--- config.mk ---
export PLATFORM = sky130hd
export DESIGN_NAME = hit_resolver
export DESIGN_NICKNAME = d
export VERILOG_FILES = /design/src/rtl/hit_resolver_pkg.sv /design/src/rtl/box_overlap.sv /design/src/rtl/hit_resolver.sv
export SDC_FILE = /design/constraint.sdc
export NUM_CORES = 1
export LEC_CHECK = 0
export CAP_MARGIN = 5
export CORE_UTILIZATION = 35
export CTS_BUF_LIST = sky130_fd_sc_hd__clkbuf_4 sky130_fd_sc_hd__clkbuf_8
export DETAILED_ROUTE_END_ITERATION = 10
export HOLD_SLACK_MARGIN = 0.15
export PLACE_DENSITY = 0.7
export SETUP_SLACK_MARGIN = 0.1
export SYNTH_ARGS = -nofsm -noshare
export SYNTH_HDL_FRONTEND = slang
export SYNTH_SLANG_ARGS = --single-unit
--- constraint.sdc ---
create_clock -name clk -period 4.2 [get_ports clk]
set_input_delay 0.42 -clock clk [delete_from_list [all_inputs] [get_ports clk]]
set_output_delay 0.42 -clock clk [all_outputs]
set_load 0.005 [all_outputs]
--- src/rtl/hit_resolver_pkg.sv ---
// Shared definitions for the hit resolver: player states,
// result codes, hitbox field layout and a saturating subtract.
package hit_resolver_pkg;

    localparam logic [3:0] S_IDLE           = 4'd0;
    localparam logic [3:0] S_MOVEFORWARDS   = 4'd1;
    localparam logic [3:0] S_MOVEBACKWARDS  = 4'd2;
    localparam logic [3:0] S_B_ATTACK_START = 4'd3;
    localparam logic [3:0] S_B_ATTACK_END   = 4'd4;
    localparam logic [3:0] S_B_ATTACK_PULL  = 4'd5;
    localparam logic [3:0] S_D_ATTACK_START = 4'd6;
    localparam logic [3:0] S_D_ATTACK_END   = 4'd7;
    localparam logic [3:0] S_D_ATTACK_PULL  = 4'd8;
    localparam logic [3:0] S_HITSTUN        = 4'd9;
    localparam logic [3:0] S_BLOCKSTUN      = 4'd10;

    localparam logic [1:0] HF_NONE  = 2'b00;
    localparam logic [1:0] HF_BASIC = 2'b01;
    localparam logic [1:0] HF_DIR   = 2'b10;

    localparam logic [1:0] WIN_NONE = 2'b00;
    localparam logic [1:0] WIN_P1   = 2'b01;
    localparam logic [1:0] WIN_P2   = 2'b10;
    localparam logic [1:0] WIN_DRAW = 2'b11;

    // Box packing is {x1,x2,y1,y2}, 10 bits per coordinate
    localparam int COORD_W    = 10;
    localparam int BOX_W      = 40;
    localparam int BOX_X1_LSB = 30;
    localparam int BOX_X2_LSB = 20;
    localparam int BOX_Y1_LSB = 10;
    localparam int BOX_Y2_LSB = 0;

    function automatic logic is_stunned(input logic [3:0] s);
        return (s == S_HITSTUN) || (s == S_BLOCKSTUN);
    endfunction

    function automatic logic [6:0] sat_sub(input logic [6:0] h,
                                           input logic [6:0] d);
        return (h <= d) ? 7'd0 : h - d;
    endfunction

endpackage

--- src/rtl/box_overlap.sv ---
// Combinational inclusive rectangle overlap test; each box's
// coordinate pairs are ordered to (min,max) before comparing.
module box_overlap
    import hit_resolver_pkg::*;
(
    input  logic [BOX_W-1:0] a,
    input  logic [BOX_W-1:0] b,
    output logic             hit
);

    logic [COORD_W-1:0] ax1, ax2, ay1, ay2;
    logic [COORD_W-1:0] bx1, bx2, by1, by2;
    logic [COORD_W-1:0] axl, axh, ayl, ayh;
    logic [COORD_W-1:0] bxl, bxh, byl, byh;

    assign ax1 = a[BOX_X1_LSB +: COORD_W];
    assign ax2 = a[BOX_X2_LSB +: COORD_W];
    assign ay1 = a[BOX_Y1_LSB +: COORD_W];
    assign ay2 = a[BOX_Y2_LSB +: COORD_W];
    assign bx1 = b[BOX_X1_LSB +: COORD_W];
    assign bx2 = b[BOX_X2_LSB +: COORD_W];
    assign by1 = b[BOX_Y1_LSB +: COORD_W];
    assign by2 = b[BOX_Y2_LSB +: COORD_W];

    // Order each pair so swapped corners still describe the same box
    always_comb begin
        axl = (ax1 < ax2) ? ax1 : ax2;
        axh = (ax1 < ax2) ? ax2 : ax1;
        ayl = (ay1 < ay2) ? ay1 : ay2;
        ayh = (ay1 < ay2) ? ay2 : ay1;
        bxl = (bx1 < bx2) ? bx1 : bx2;
        bxh = (bx1 < bx2) ? bx2 : bx1;
        byl = (by1 < by2) ? by1 : by2;
        byh = (by1 < by2) ? by2 : by1;
        hit = (axl <= bxh) && (bxl <= axh) &&
              (ayl <= byh) && (byl <= ayh);
    end

endmodule

--- src/rtl/hit_resolver.sv ---
// Resolves attack/hurtbox contact between two players into hit
// pulses, health, game over and winner. CHIP_DAMAGE_EN: block chip.
module hit_resolver
    import hit_resolver_pkg::*;
#(
    parameter int MAX_HEALTH = 100,
    parameter int DMG_BASIC  = 8,
    parameter int DMG_DIR    = 12,
    parameter int DMG_CHIP   = 2
) (
    input  logic             clk,
    input  logic             rst,
    input  logic [3:0]       p1_state,
    input  logic [3:0]       p2_state,
    input  logic [BOX_W-1:0] p1_basic_box,
    input  logic [BOX_W-1:0] p2_basic_box,
    input  logic [BOX_W-1:0] p1_dir_box,
    input  logic [BOX_W-1:0] p2_dir_box,
    input  logic [BOX_W-1:0] p1_hurt_box,
    input  logic [BOX_W-1:0] p2_hurt_box,
    output logic [1:0]       p1_hitflag,
    output logic [1:0]       p2_hitflag,
    output logic [6:0]       p1_health,
    output logic [6:0]       p2_health,
    output logic             game_over,
    output logic [1:0]       winner
);

    localparam logic [6:0] HP_INIT = 7'(MAX_HEALTH);
    localparam logic [6:0] D_BASIC = 7'(DMG_BASIC);
    localparam logic [6:0] D_DIR   = 7'(DMG_DIR);
`ifdef CHIP_DAMAGE_EN
    localparam logic [6:0] D_CHIP  = 7'(DMG_CHIP);
`else
    // A block absorbs the whole hit
    localparam logic [6:0] D_CHIP  = 7'(0 * DMG_CHIP);
`endif

    logic ov_p1b, ov_p1d, ov_p2b, ov_p2d;
    logic p1_bact, p1_dact, p2_bact, p2_dact;
    logic p1_on, p2_on;
    logic p1_landed, p2_landed;
    logic [1:0] p1_flag_d, p2_flag_d;
    logic [6:0] p1_dmg, p2_dmg;

    box_overlap u_p1b (.a(p1_basic_box), .b(p2_hurt_box), .hit(ov_p1b));
    box_overlap u_p1d (.a(p1_dir_box),   .b(p2_hurt_box), .hit(ov_p1d));
    box_overlap u_p2b (.a(p2_basic_box), .b(p1_hurt_box), .hit(ov_p2b));
    box_overlap u_p2d (.a(p2_dir_box),   .b(p1_hurt_box), .hit(ov_p2d));

    // Gate boxes by attack phase, then pick flag and damage per victim
    always_comb begin
        p1_bact = ov_p1b && (p1_state == S_B_ATTACK_END);
        p1_dact = ov_p1d && (p1_state == S_D_ATTACK_END);
        p2_bact = ov_p2b && (p2_state == S_B_ATTACK_END);
        p2_dact = ov_p2d && (p2_state == S_D_ATTACK_END);
        p1_on = (p1_bact || p1_dact) && !p1_landed &&
                !is_stunned(p2_state) && !game_over;
        p2_on = (p2_bact || p2_dact) && !p2_landed &&
                !is_stunned(p1_state) && !game_over;
        p2_flag_d = !p1_on ? HF_NONE : (p1_dact ? HF_DIR : HF_BASIC);
        p1_flag_d = !p2_on ? HF_NONE : (p2_dact ? HF_DIR : HF_BASIC);
        p2_dmg = (p2_state == S_MOVEBACKWARDS) ? D_CHIP :
                 (p1_dact ? D_DIR : D_BASIC);
        p1_dmg = (p1_state == S_MOVEBACKWARDS) ? D_CHIP :
                 (p2_dact ? D_DIR : D_BASIC);
    end

    // One-shot latches so a held END state lands only once
    always_ff @(posedge clk or negedge rst) begin
        if (!rst) begin
            p1_landed <= 1'b0;
            p2_landed <= 1'b0;
        end else begin
            if (p1_on)
                p1_landed <= 1'b1;
            else if (p1_state != S_B_ATTACK_END &&
                     p1_state != S_D_ATTACK_END)
                p1_landed <= 1'b0;
            if (p2_on)
                p2_landed <= 1'b1;
            else if (p2_state != S_B_ATTACK_END &&
                     p2_state != S_D_ATTACK_END)
                p2_landed <= 1'b0;
        end
    end

    // Register hit pulses and apply damage on the same edge
    always_ff @(posedge clk or negedge rst) begin
        if (!rst) begin
            p1_hitflag <= HF_NONE;
            p2_hitflag <= HF_NONE;
            p1_health  <= HP_INIT;
            p2_health  <= HP_INIT;
        end else begin
            p1_hitflag <= p1_flag_d;
            p2_hitflag <= p2_flag_d;
            if (p2_on)
                p1_health <= sat_sub(p1_health, p1_dmg);
            if (p1_on)
                p2_health <= sat_sub(p2_health, p2_dmg);
        end
    end

    // Latch the end of the match one edge after a health hits zero
    always_ff @(posedge clk or negedge rst) begin
        if (!rst) begin
            game_over <= 1'b0;
            winner    <= WIN_NONE;
        end else if (!game_over) begin
            if (p1_health == 7'd0 && p2_health == 7'd0) begin
                game_over <= 1'b1;
                winner    <= WIN_DRAW;
            end else if (p2_health == 7'd0) begin
                game_over <= 1'b1;
                winner    <= WIN_P1;
            end else if (p1_health == 7'd0) begin
                game_over <= 1'b1;
                winner    <= WIN_P2;
            end
        end
    end

endmodule
## Yosys cells after proc, flatten, opt, wreduce, memory -nomap -nowiden

Cells that the tools add are included.

| word-level totals | value |
|---|---|
| register bits | 23 |
| bits of input ports | 250 |
| output and inout port bits | 21 |
| logic and storage cells | 140 |

| cells by class | value |
|---|---|
| $add $sub $neg | 2 |
| magnitude comparators | 30 |
| equality and inequality tests | 14 |
| muxes and demuxes | 45 |
| bitwise gates (word level) | 1 |
| reductions and logical operators | 40 |

Operators with widths:

| operator | count |
|---|---|
| 10-bit 2-to-1 mux | 24 |
| 10-bit less-or-equal comparator | 16 |
| 10-bit < comparator | 12 |
| 1-bit logical AND | 25 |
| 4-bit by 3-bit equality test with 1-bit output (second input constant) | 4 |
| 4-bit equality test (second input constant) | 4 |
| 4-bit by 3-bit != test with 1-bit output (second input constant) | 4 |
| 7-bit by 4-bit less-or-equal comparator with 1-bit output | 2 |
| 7-bit zero test | 2 |
| 2-bit 2-to-1 mux | 7 |
| 7-bit 2-to-1 mux | 2 |
| 7-bit by 4-bit subtractor with 7-bit output | 2 |
| 4-bit by 2-bit equality test with 1-bit output (second input constant) | 2 |
| 1-bit 2-to-1 mux | 8 |
| 4-bit 2-to-1 mux | 2 |
| 3-bit 2-to-1 mux | 2 |
| 1-bit zero test | 5 |
| 1-bit logical OR | 4 |
| 2-bit nonzero test | 2 |
| 3-bit nonzero test | 1 |
| 2-bit AND reduction | 1 |
| 1-bit inverter | 1 |

## Longest topological paths before layout

| depth | value |
|---|---|
| depth in word-level cells | 12 |
| gate-level depth with buffers | 27 |
| depth with buffers taken out | 26 |

## Cells and area by module

From an unflattened synthesis, not the netlist that was laid out.

| second synthesis, totals | value |
|---|---|
| cell total of the unflattened synthesis | 3159 |
| area total of the unflattened synthesis | 23125.9 sq um |

By module, submodules not included:

| module | times used | cells an instance | area each (sq um) | sequential area each (sq um) |
|---|---|---|---|---|
| box_overlap | 4 | 763 | 5492.8 | 0.0 |
| hit_resolver | 1 | 107 | 1154.9 | 483.0 |

## Worst setup path after synthesis

OpenSTA, ideal clock, no wires.

| timing path | value |
|---|---|
| path type | in2reg |
| start | input p1_hurt_box[1] |
| end | register p1_health[3] |
| setup time | 125 ps |
| data arrival time | 5288 ps |
| required time | 4075 ps |
| setup slack | -1212 ps |
| cell stages on the path | 26 |
| buffers on the path | 1 |
| cell sequence | inv_1 > ha_1 > a21o_1 > a21o_1 > a21o_1 > a21o_1 > a21oi_1 > o21ai_0 > a31oi_1 > buf_1 > mux2_2 > ha_1 > a21o_1 > a21o_1 > a21oi_1 > o211ai_1 > a22o_1 > or3_1 > nor3_1 > ha_1 > inv_1 > a211oi_1 > a31oi_1 > nor3_1 > nor2_1 > mux2_2 |

| between the ends | value |
|---|---|
| word-level cells in the longest chain between the ends | 10 |
| elaborated cells between the ends (all ways) | 22 |
| classes of those cells | add/sub: 1; order compare: 6; mux: 5; reduce/logical: 10 |

RTL lines:

| element | RTL line | source |
|---|---|---|
| start: declaration | hit_resolver.sv:19 | `input logic [BOX_W-1:0] p1_hurt_box,` |
| 10-bit < comparator | box_overlap.sv:33, box_overlap.sv:34 |  |
| 10-bit 2-to-1 mux | box_overlap.sv:34 | `byh = (by1 < by2) ? by2 : by1;` |
| 10-bit less-or-equal comparator | box_overlap.sv:36 | `(ayl <= byh) && (byl <= ayh);` |
| 1-bit logical AND | box_overlap.sv:35 | `hit = (axl <= bxh) && (bxl <= axh) &&` |
| 1-bit logical AND | box_overlap.sv:36 |  |
| 1-bit logical AND, on equally long branches | hit_resolver.sv:56, hit_resolver.sv:55 |  |
| 3-bit 2-to-1 mux or 1-bit logical OR (tied branches) | hit_resolver.sv:66, hit_resolver.sv:59 |  |
| 4-bit 2-to-1 mux or 1-bit logical AND (tied branches) | hit_resolver.sv:65, hit_resolver.sv:59 |  |
| 7-bit by 4-bit subtractor with 7-bit output (tied with other cells) | hit_resolver_pkg.sv:40 | `return (h <= d) ? 7'd0 : h - d;` |
| 7-bit 2-to-1 mux or 1-bit logical AND (tied branches) | hit_resolver_pkg.sv:40, hit_resolver.sv:60 |  |
| end signal: assignment | hit_resolver.sv:99 | `p1_health <= sat_sub(p1_health, p1_dmg);` |
| end: declaration | hit_resolver.sv:23 | `output logic [6:0] p1_health,` |

Parallel ways exist; a longest one is shown, timed or not.
A chain may end at the register's enable or synchronous reset.

## Worst setup path in the final report

| timing path | value |
|---|---|
| start | input p2_dir_box[1] |
| end | register p1_health[3] |

| between the ends | value |
|---|---|
| word-level cells in the longest chain between the ends | 10 |
| elaborated cells between the ends (all ways) | 17 |
| classes of those cells | add/sub: 1; order compare: 4; mux: 5; reduce/logical: 7 |

RTL lines:

| element | RTL line | source |
|---|---|---|
| start: declaration | hit_resolver.sv:18 | `input logic [BOX_W-1:0] p2_dir_box,` |
| 10-bit < comparator | box_overlap.sv:29, box_overlap.sv:30 |  |
| 10-bit 2-to-1 mux | box_overlap.sv:29 | `ayl = (ay1 < ay2) ? ay1 : ay2;` |
| 10-bit less-or-equal comparator | box_overlap.sv:36 |  |
| 1-bit logical AND | box_overlap.sv:35 |  |
| 1-bit logical AND * | box_overlap.sv:36 |  |
| 1-bit logical AND * | hit_resolver.sv:56 | `p2_dact = ov_p2d && (p2_state == S_D_ATTACK_END);` |
| 3-bit 2-to-1 mux or 1-bit logical OR (tied branches) | hit_resolver.sv:66, hit_resolver.sv:59 |  |
| 4-bit 2-to-1 mux or 1-bit logical AND (tied branches) | hit_resolver.sv:65, hit_resolver.sv:59 |  |
| 7-bit by 4-bit subtractor with 7-bit output (tied with other cells) | hit_resolver_pkg.sv:40 |  |
| 7-bit 2-to-1 mux or 1-bit logical AND (tied branches) | hit_resolver_pkg.sv:40, hit_resolver.sv:60 |  |

Every way passes the cells marked *; elsewhere a longest branch is shown, timed or not.

==> key figures <==
Power
  • Sw frac: 42.5%
  • Reg power frac: 5.5%
  • Combinational group share of total power: 90.7%
  • Clk network pwr share: 3.9%
  • Pwr per Cell Area: 181 nW/um^2
  • Int Power: 1.98 mW
  • VDD IR-drop max: 97.6 uV
  • Leak: 9.43 nW
  • NetSw: roughly 1.5 mW

Layout
  • Fill cell count: approximately 2100
  • Final instance area: approximately 19000 um^2
  • Fraction of layout cells with a size suffix above 1: 42.1%
  • Nets: roughly 2500
  • Fin cells: between 2000 and 2500
  • Synth-to-layout area growth: 87.6%

Global routing
  • Largest net degree at the start of global routing: 20
  • First-pass GRT wire length: roughly 60000 um
  • GRT overflow: 0
  • Initial antenna violation count: 6
  • Vias in the first global route: approximately 13000
  • Gr usage total: around 25%

Timing
  • Worst slew pin tran: 1.03 ns
  • Slew Limit Fails: 0
  • Fin. Hold Viols: 0
  • Hold WS: 0.529 ns
  • PnR worst setup slack: -0.892 ns
  • Post-route minimum period: between 5 and 6 ns
  • Maximum clock rate: about 200 MHz
  • Final Cycle Share: 121%
  • Clock Skew: 0.00401 ns
  • Slew headroom: 30.3%
  • Final setup viols: 12
  • RSZ-0062 raised after global routing: true

Routing
  • DRT iter0 DRCs: 561
  • Total routed wirelength: 39700 um
  • Vias per std cell: 5.23
  • DRT Pass-1 Iters: 5
  • Routed length per instance: 16.6 um
  • Vias after detailed routing: 12500
  • DRC Markers: 0
  • Routed Antenna Nets: 0

Setup path
  • CP required: 4.35 ns
  • Worst setup SP type: input pin
  • Top Family by Delay on Critical Path: compound AO/OA/AOI/OAI gates
  • Worst path most repeated cell: a21o_1
  • CP bufs+invs: 6
  • Worst stage delay on the critical path: 0.40 ns
  • Critical path arrival: 5.24 ns
  • Critical-path maximum fanout: 7
  • Worst setup path category: in2reg
  • Crit path from: p2_dir_box[1]
  • Slowest-stage cell, CP: or3_4
  • Reg2reg start: game_over$_DFF_PN0_
  • Worst setup EP type: flip-flop

Place
  • GPL Wtd Cong: 0.943
  • Final HPWL DP: 31800 um
  • Area post-placement: approximately 17000 um^2
  • PortBufs: 266
  • Placed insts: 2308
  • Place WS: -1.56 ns

Floorplan
  • Die W: 172 um
  • Ports: roughly 270
  • Die Ht: 172 um
  • Die ar.: 29600 um^2
  • Row count: just over 60
  • Initial Util: between 30% and 40%
  • Core box area: roughly 28000 um^2

Yosys
  • Syn avg cell area: 7.96 um^2
  • Synth Warn #: 0
  • Sequential area share after synthesis: 4.77%
  • Async set-reset flop share out of synthesis: 100%
  • Gate count after technology mapping: about 1300
  • Yosys cell types: 76
  • Main synth FF type: dfrtp_1
  • #FFs+latches synth: 19
  • Post-synth EDFFs: 0
  • Synthesized area: 10100 um^2

Worst hold path
  • Hold Startpoint: winner[0]$_DFFE_PN0P_
  • Worst Hold Class: reg2reg

Clocking
  • CTS Buf Count: 3
  • Root buf cell: clkbuf_8
  • H-tree Lvls: 1
  • Clock transition at the registers of the reported paths: 0.08 ns
  • # clock sinks: 19
  • Worst skew pair latency: 0.26 ns
  • Worst-case clock buffer depth: 2
  • CTS tree: done

Status
  • Status: finished, violations left
  • Failing checks: setup timing

Flow run
  • Max Cap Viol: 0
-- synth_stat cells (3+ instances only) --
| library cell | number | area, um^2 |
|---|---|---|
| a211o_1 | 7 | 61.3 |
| a211oi_1 | 8 | 60.1 |
| a21o_1 | 53 | 398 |
| a21oi_1 | 105 | 526 |
| a22oi_1 | 3 | 22.5 |
| a31oi_1 | 10 | 62.6 |
| a41oi_1 | 3 | 26.3 |
| and2_1 | 3 | 18.8 |
| and3_1 | 11 | 68.8 |
| buf_1 | 12 | 45.0 |
| buf_2 | 8 | 40.0 |
| buf_4 | 5 | 37.5 |
| clkbuf_1 | 8 | 30.0 |
| dfrtp_1 | 13 | 325 |
| dfstp_2 | 6 | 158 |
| ha_1 | 268 | 3350 |
| inv_1 | 142 | 533 |
| mux2_2 | 89 | 1000 |
| mux2i_1 | 100 | 1000 |
| nand2_1 | 83 | 312 |
| nand2b_1 | 13 | 81.3 |
| nand3_1 | 32 | 160 |
| nand3b_1 | 3 | 22.5 |
| nand4_1 | 29 | 181 |
| nor2_1 | 55 | 206 |
| nor2b_1 | 14 | 87.6 |
| nor3_1 | 13 | 65.1 |
| nor4_1 | 3 | 18.8 |
| o2111ai_1 | 4 | 35.0 |
| o211ai_1 | 7 | 52.6 |
| o21a_1 | 18 | 135 |
| o21ai_0 | 79 | 395 |
| o21bai_1 | 4 | 30.0 |
| o22ai_1 | 3 | 18.8 |
| o31ai_1 | 6 | 45.0 |
-- through the flow --
| step | util [%] | power [mW] | setup TNS (ns) |
|---|---|---|---|
| 2_1_floorplan | - | 1.54 | -2.57 |
| 5_1_grt | 67.5 | 3.73 | -8.58 |
| 3_5_place_dp | 60.2 | 2.76 | -16.86 |
| 3_3_place_gp | 60.2 | 2.68 | -15.96 |
| 4_1_cts | 64.9 | 3.23 | -5.52 |
| 6_report | 67.5 | 3.45 | -6.43 |
-- cell families (layout without fill, tap and decap cells) --
family,after synthesis,in the layout,synth area share (%)
flip-flops,19,19,4.77
other,1,9,0.0370
multiplexers,190,190,19.9
adder cells (fa/ha/maj),271,271,33.6
buffers and inverters,175,900,6.77
AO/OA/AOI/OAI,340,340,21.4
AND/OR/NAND/NOR,274,274,13.3
XOR/XNOR,3,3,0.259
-- layout make-up --
cell class / count / area (um^2) / share of cell area [%]
antenna: 5 / 12.5 / 0.0658
clock buffer: 3 / 41.3 / 0.217
clock inverter: 1 / 5.00 / 0.0263
inverter: 142 / 548 / 2.88
multi-input combinational: 1082 / 10800 / 56.9
sequential: 19 / 483 / 2.54
tap: 378 / 473 / 2.49
timing repair buffer: 754 / 6620 / 34.8
-- layer usage --
metal	global-route usage, %	vias up	part of all wire (%)
met5	0	-	0.058
met4	9.20	4	3.6
met3	3.27	88	4.8
met2	45.6	334	50
met1	29.9	5834	41
li1	-	6205	-
-- power groups by stage --
stage / clock (mW) / sequential [mW] / combinational [mW]
final: 0.134 / 0.188 / 3.12
after global routing: 0.147 / 0.188 / 3.40
after detailed placement: 0 / 0.191 / 2.57
after global placement: 0 / 0.191 / 2.49
after CTS: 0.137 / 0.188 / 2.90
after floorplan: 0 / 0.191 / 1.35
-- what timing repair did --
item | in CTS | in global routing
resized for setup | 306 | 123
pin swaps | 118 | 94
cloned | 6 | 0
buffers inserted | 37 | 28
hold buffers | 0 | 0
endpoints found under the setup margin | 16 | 14
-- state kept, by name (all words and copies together) (netlist names) --
signal	count
p1_hitflag	2
game_over	1
p2_landed	1
p1_landed	1
p2_health	5
winner	2
p2_hitflag	2
p1_health	5
-- worst register-to-register path: stages (launching register included) --
cell and delay [ns]:
dfrtp_1 0.45, a311o_1 0.39, or4b_1 0.58, a21oi_2 0.15, nand3_1 0.10, a311oi_2 0.28, a221oi_4 0.16, nor3_2 0.21
mux2_4 0.31
-- cells in the final DEF (no fill, tap or decap), types with 27 or more instances in the layout --
cell type and count:
nand3_1 27, buf_6 36, ha_1 212, nand4_1 29, ha_4 53, a21oi_1 72, inv_1 133, mux2_2 47
buf_4 444, nor2_1 50, clkdlybuf4s50_1 201, a21oi_2 32, o21ai_0 41, mux2i_1 64, nand2_1 79, a21o_1 52
mux2_4 43
-- final timing paths --
| check | endpoint | cells past startpoint | slack [ns] |
|---|---|---|---|
| max reg2reg | p2_health[6]$_DFFE_PN1P_ | 8 | 1.51 |
| max in group asynchronous | p2_hitflag[1]$_DFF_PN0_ | 1 | 2.93 |
| min in group asynchronous | p2_health[4]$_DFFE_PN0P_ | 1 | 0.69 |
| min | winner[0]$_DFFE_PN0P_ | 2 | 0.53 |
| min reg2reg | winner[0]$_DFFE_PN0P_ | 2 | 0.53 |
| max | p1_health[3]$_DFFE_PN0P_ | 26 | -0.89 |
(Power assumes the default switching activity.)
==> edit, RTL diff (same settings) <==
Put one more register stage on the output `winner`, with the module's reset. The value now appears one clock later. The other outputs are not delayed to match.
--- a/src/rtl/hit_resolver.sv
+++ b/src/rtl/hit_resolver.sv
@@ -29,6 +29,8 @@
     localparam logic [6:0] HP_INIT = 7'(MAX_HEALTH);
     localparam logic [6:0] D_BASIC = 7'(DMG_BASIC);
     localparam logic [6:0] D_DIR   = 7'(DMG_DIR);
+
+    logic [1:0] winner_s0;
 `ifdef CHIP_DAMAGE_EN
     localparam logic [6:0] D_CHIP  = 7'(DMG_CHIP);
 `else
@@ -106,19 +108,27 @@
     always_ff @(posedge clk or negedge rst) begin
         if (!rst) begin
             game_over <= 1'b0;
-            winner    <= WIN_NONE;
+            winner_s0 <= WIN_NONE;
         end else if (!game_over) begin
             if (p1_health == 7'd0 && p2_health == 7'd0) begin
                 game_over <= 1'b1;
-                winner    <= WIN_DRAW;
+                winner_s0 <= WIN_DRAW;
             end else if (p2_health == 7'd0) begin
                 game_over <= 1'b1;
-                winner    <= WIN_P1;
+                winner_s0 <= WIN_P1;
             end else if (p1_health == 7'd0) begin
                 game_over <= 1'b1;
-                winner    <= WIN_P2;
+                winner_s0 <= WIN_P2;
             end
         end
     end
 
+    always_ff @(posedge clk or negedge rst) begin
+        if (!rst) begin
+            winner <= '0;
+        end else begin
+            winner <= winner_s0;
+        end
+    end
+
 endmodule
Function: same outputs for any inputs over 4 cycles, from zero or initial values and one cycle with rst low; that may be too few to reach the edited logic, so the function may still have changed.
==> edit against the original RTL <==
The run still ends with negative setup slack left. Die area shrank 1.2%. Setup slack worse by 0.38 ns. Total power increased by 18%. Sequential cell count grew 2. Clock skew rose by 0.0026 ns. Design area rose by 2.6%. Register-to-register slack worse by 0.13 ns. Wire length increased by 3.3%. Synthesized area fell by 1.2%. Critical path type unchanged. Largest cell class unchanged. Highest routed layer unchanged.
==> edit: results (changes against the original RTL) <==
* PnR worst setup slack at -1.27 ns (-0.376 ns)
* Maximum VDD drop at 0.132 mV (+35%)
* R2R Path End: p1_health[6]
* Hold path cells at 0 (-2)
* Critical Path Fanout Max at 4 (-3)
* Clock Skew at 0.00657 ns (+0.00255 ns)
* Final setup vio count at 14 (+2)
* Reg2reg setup slack at 1.38 ns (-0.13 ns)
* GRT Total Usage at 24.8% (-0.27 points)
* Drt via density at 5.25 (+0.45%)
* CP top delay family: simple AND/OR/NAND/NOR gates
* Hpwl dp at 30,700 microns (-3.4%)
* Max stage delay on crit path at 0.56 ns (+0.16 ns)
* Commonest cells in the netlist: ha_1, inv_1, mux2_2
* Worst reg-to-reg path cell count at 6 (-2)
* CP arrival at 5.62 ns (+0.38 ns)
* Setup TNS at -11.11 ns (-4.68 ns)
* Layout Nets at 2,482 (-1.6%)
* Hold endpoint: winner[1]
* Status: finished, violations left
* First-pass GRT wire length at 58,600 microns (-1.8%)
* Initial DRC Count at 494 (-12%)
* Placer Congestion at 0.896 (-5.0%)
* Top area cells in the synthesized netlist: ha_1, mux2_2, mux2i_1, inv_1, a21oi_1
* Synth unique cells at 65 (-14%)
* Worst slew margin at 33.3% (+3.0 points)
* Failing checks: negative setup slack
* HP Start: winner_s0[1]
* LEAKAGE at 9.56 nW (+1.3%)
* Fraction of layout cells with a size suffix above 1 at 46.8% (+4.7 points)
* CP max stage cell: clkdlybuf4s50_1
[edit: cell types whose count changed after synthesis, sizes merged, moves of 6 or more]
cell | unedited run | this run
o21ai | 81 | 67
a211oi | 10 | 22
nand3 | 32 | 22
buf | 25 | 17
mux2i | 100 | 88
mux2 | 90 | 108
nand2b | 13 | 20
nor2 | 55 | 76
and3 | 12 | 1
nand2 | 83 | 53
a21oi | 106 | 100
inv | 142 | 136
clkbuf | 8 | 18
a2111oi | 1 | 9
[edit: logic make-up (layout without fill, tap and decap cells)]
group	after synthesis	count (layout)	share of synthesized area, %
AO/OA/AOI/OAI	315	315	20.1
XOR/XNOR	2	2	0.175
adder cells (fa/ha/maj)	271	271	34.0
buffers and inverters	171	893	6.67
flip-flops	21	21	5.32
multiplexers	196	196	20.9
other	1	9	0.0375
AND/OR/NAND/NOR	258	259	12.8
[edit: where the power goes]
group / internal (W) / switching (W) / leakage [nW]
clock network: 0.0000742 / 0.0000699 / 0.0262
logic: 0.00200 / 0.00162 / 9.28
registers: 0.000247 / 0.0000354 / 0.252
[edit: routing by layer]
metal,vias up,track usage (%),part of all wire [%]
met5,-,0,0.032
met4,2,7.41,3.1
met3,91,2.08,3.0
met2,301,44.9,50
met1,5839,31.0,44
li1,6078,-,-
[edit: worst max path at each step]
stage / endpoint / depth (start not counted) / from
final: p2_health[3] / 24 / p1_dir_box[38]
after global routing: p2_health[3] / 30 / p1_dir_box[1]
after CTS: p2_health[4] / 30 / p1_dir_box[1]
after detailed placement: p2_health[3] / 26 / p2_hurt_box[11]
after global placement: p2_health[3] / 25 / p2_hurt_box[23]
after floorplan: p2_health[3] / 26 / p2_hurt_box[33]
[edit: cell type report]
cell class / instances / area, sq um
antenna: 5 / 12.5
clock buffer: 4 / 48.8
fill: 1994 / 8440
tap: 378 / 473
inverter: 136 / 536
sequential: 21 / 533
timing repair buffer: 753 / 6720
multi-input combinational: 1047 / 11200
[edit: what timing repair did]
action | CTS | global route
endpoints found under the setup margin | 16 | 16
hold endpoints to repair | 0 | 0
gates cloned | 7 | 3
gates resized for setup | 289 | 256
setup buffers | 49 | 39
pin swaps | 126 | 148
[edit: metrics by stage]
step / cells / setup slack, ns
after global placement: 2245 / -1.71
after global routing: 2344 / -1.42
after CTS: 2303 / -1.22
after floorplan: 1238 / -1.10
final: 2344 / -1.27
after detailed placement: 2245 / -1.91
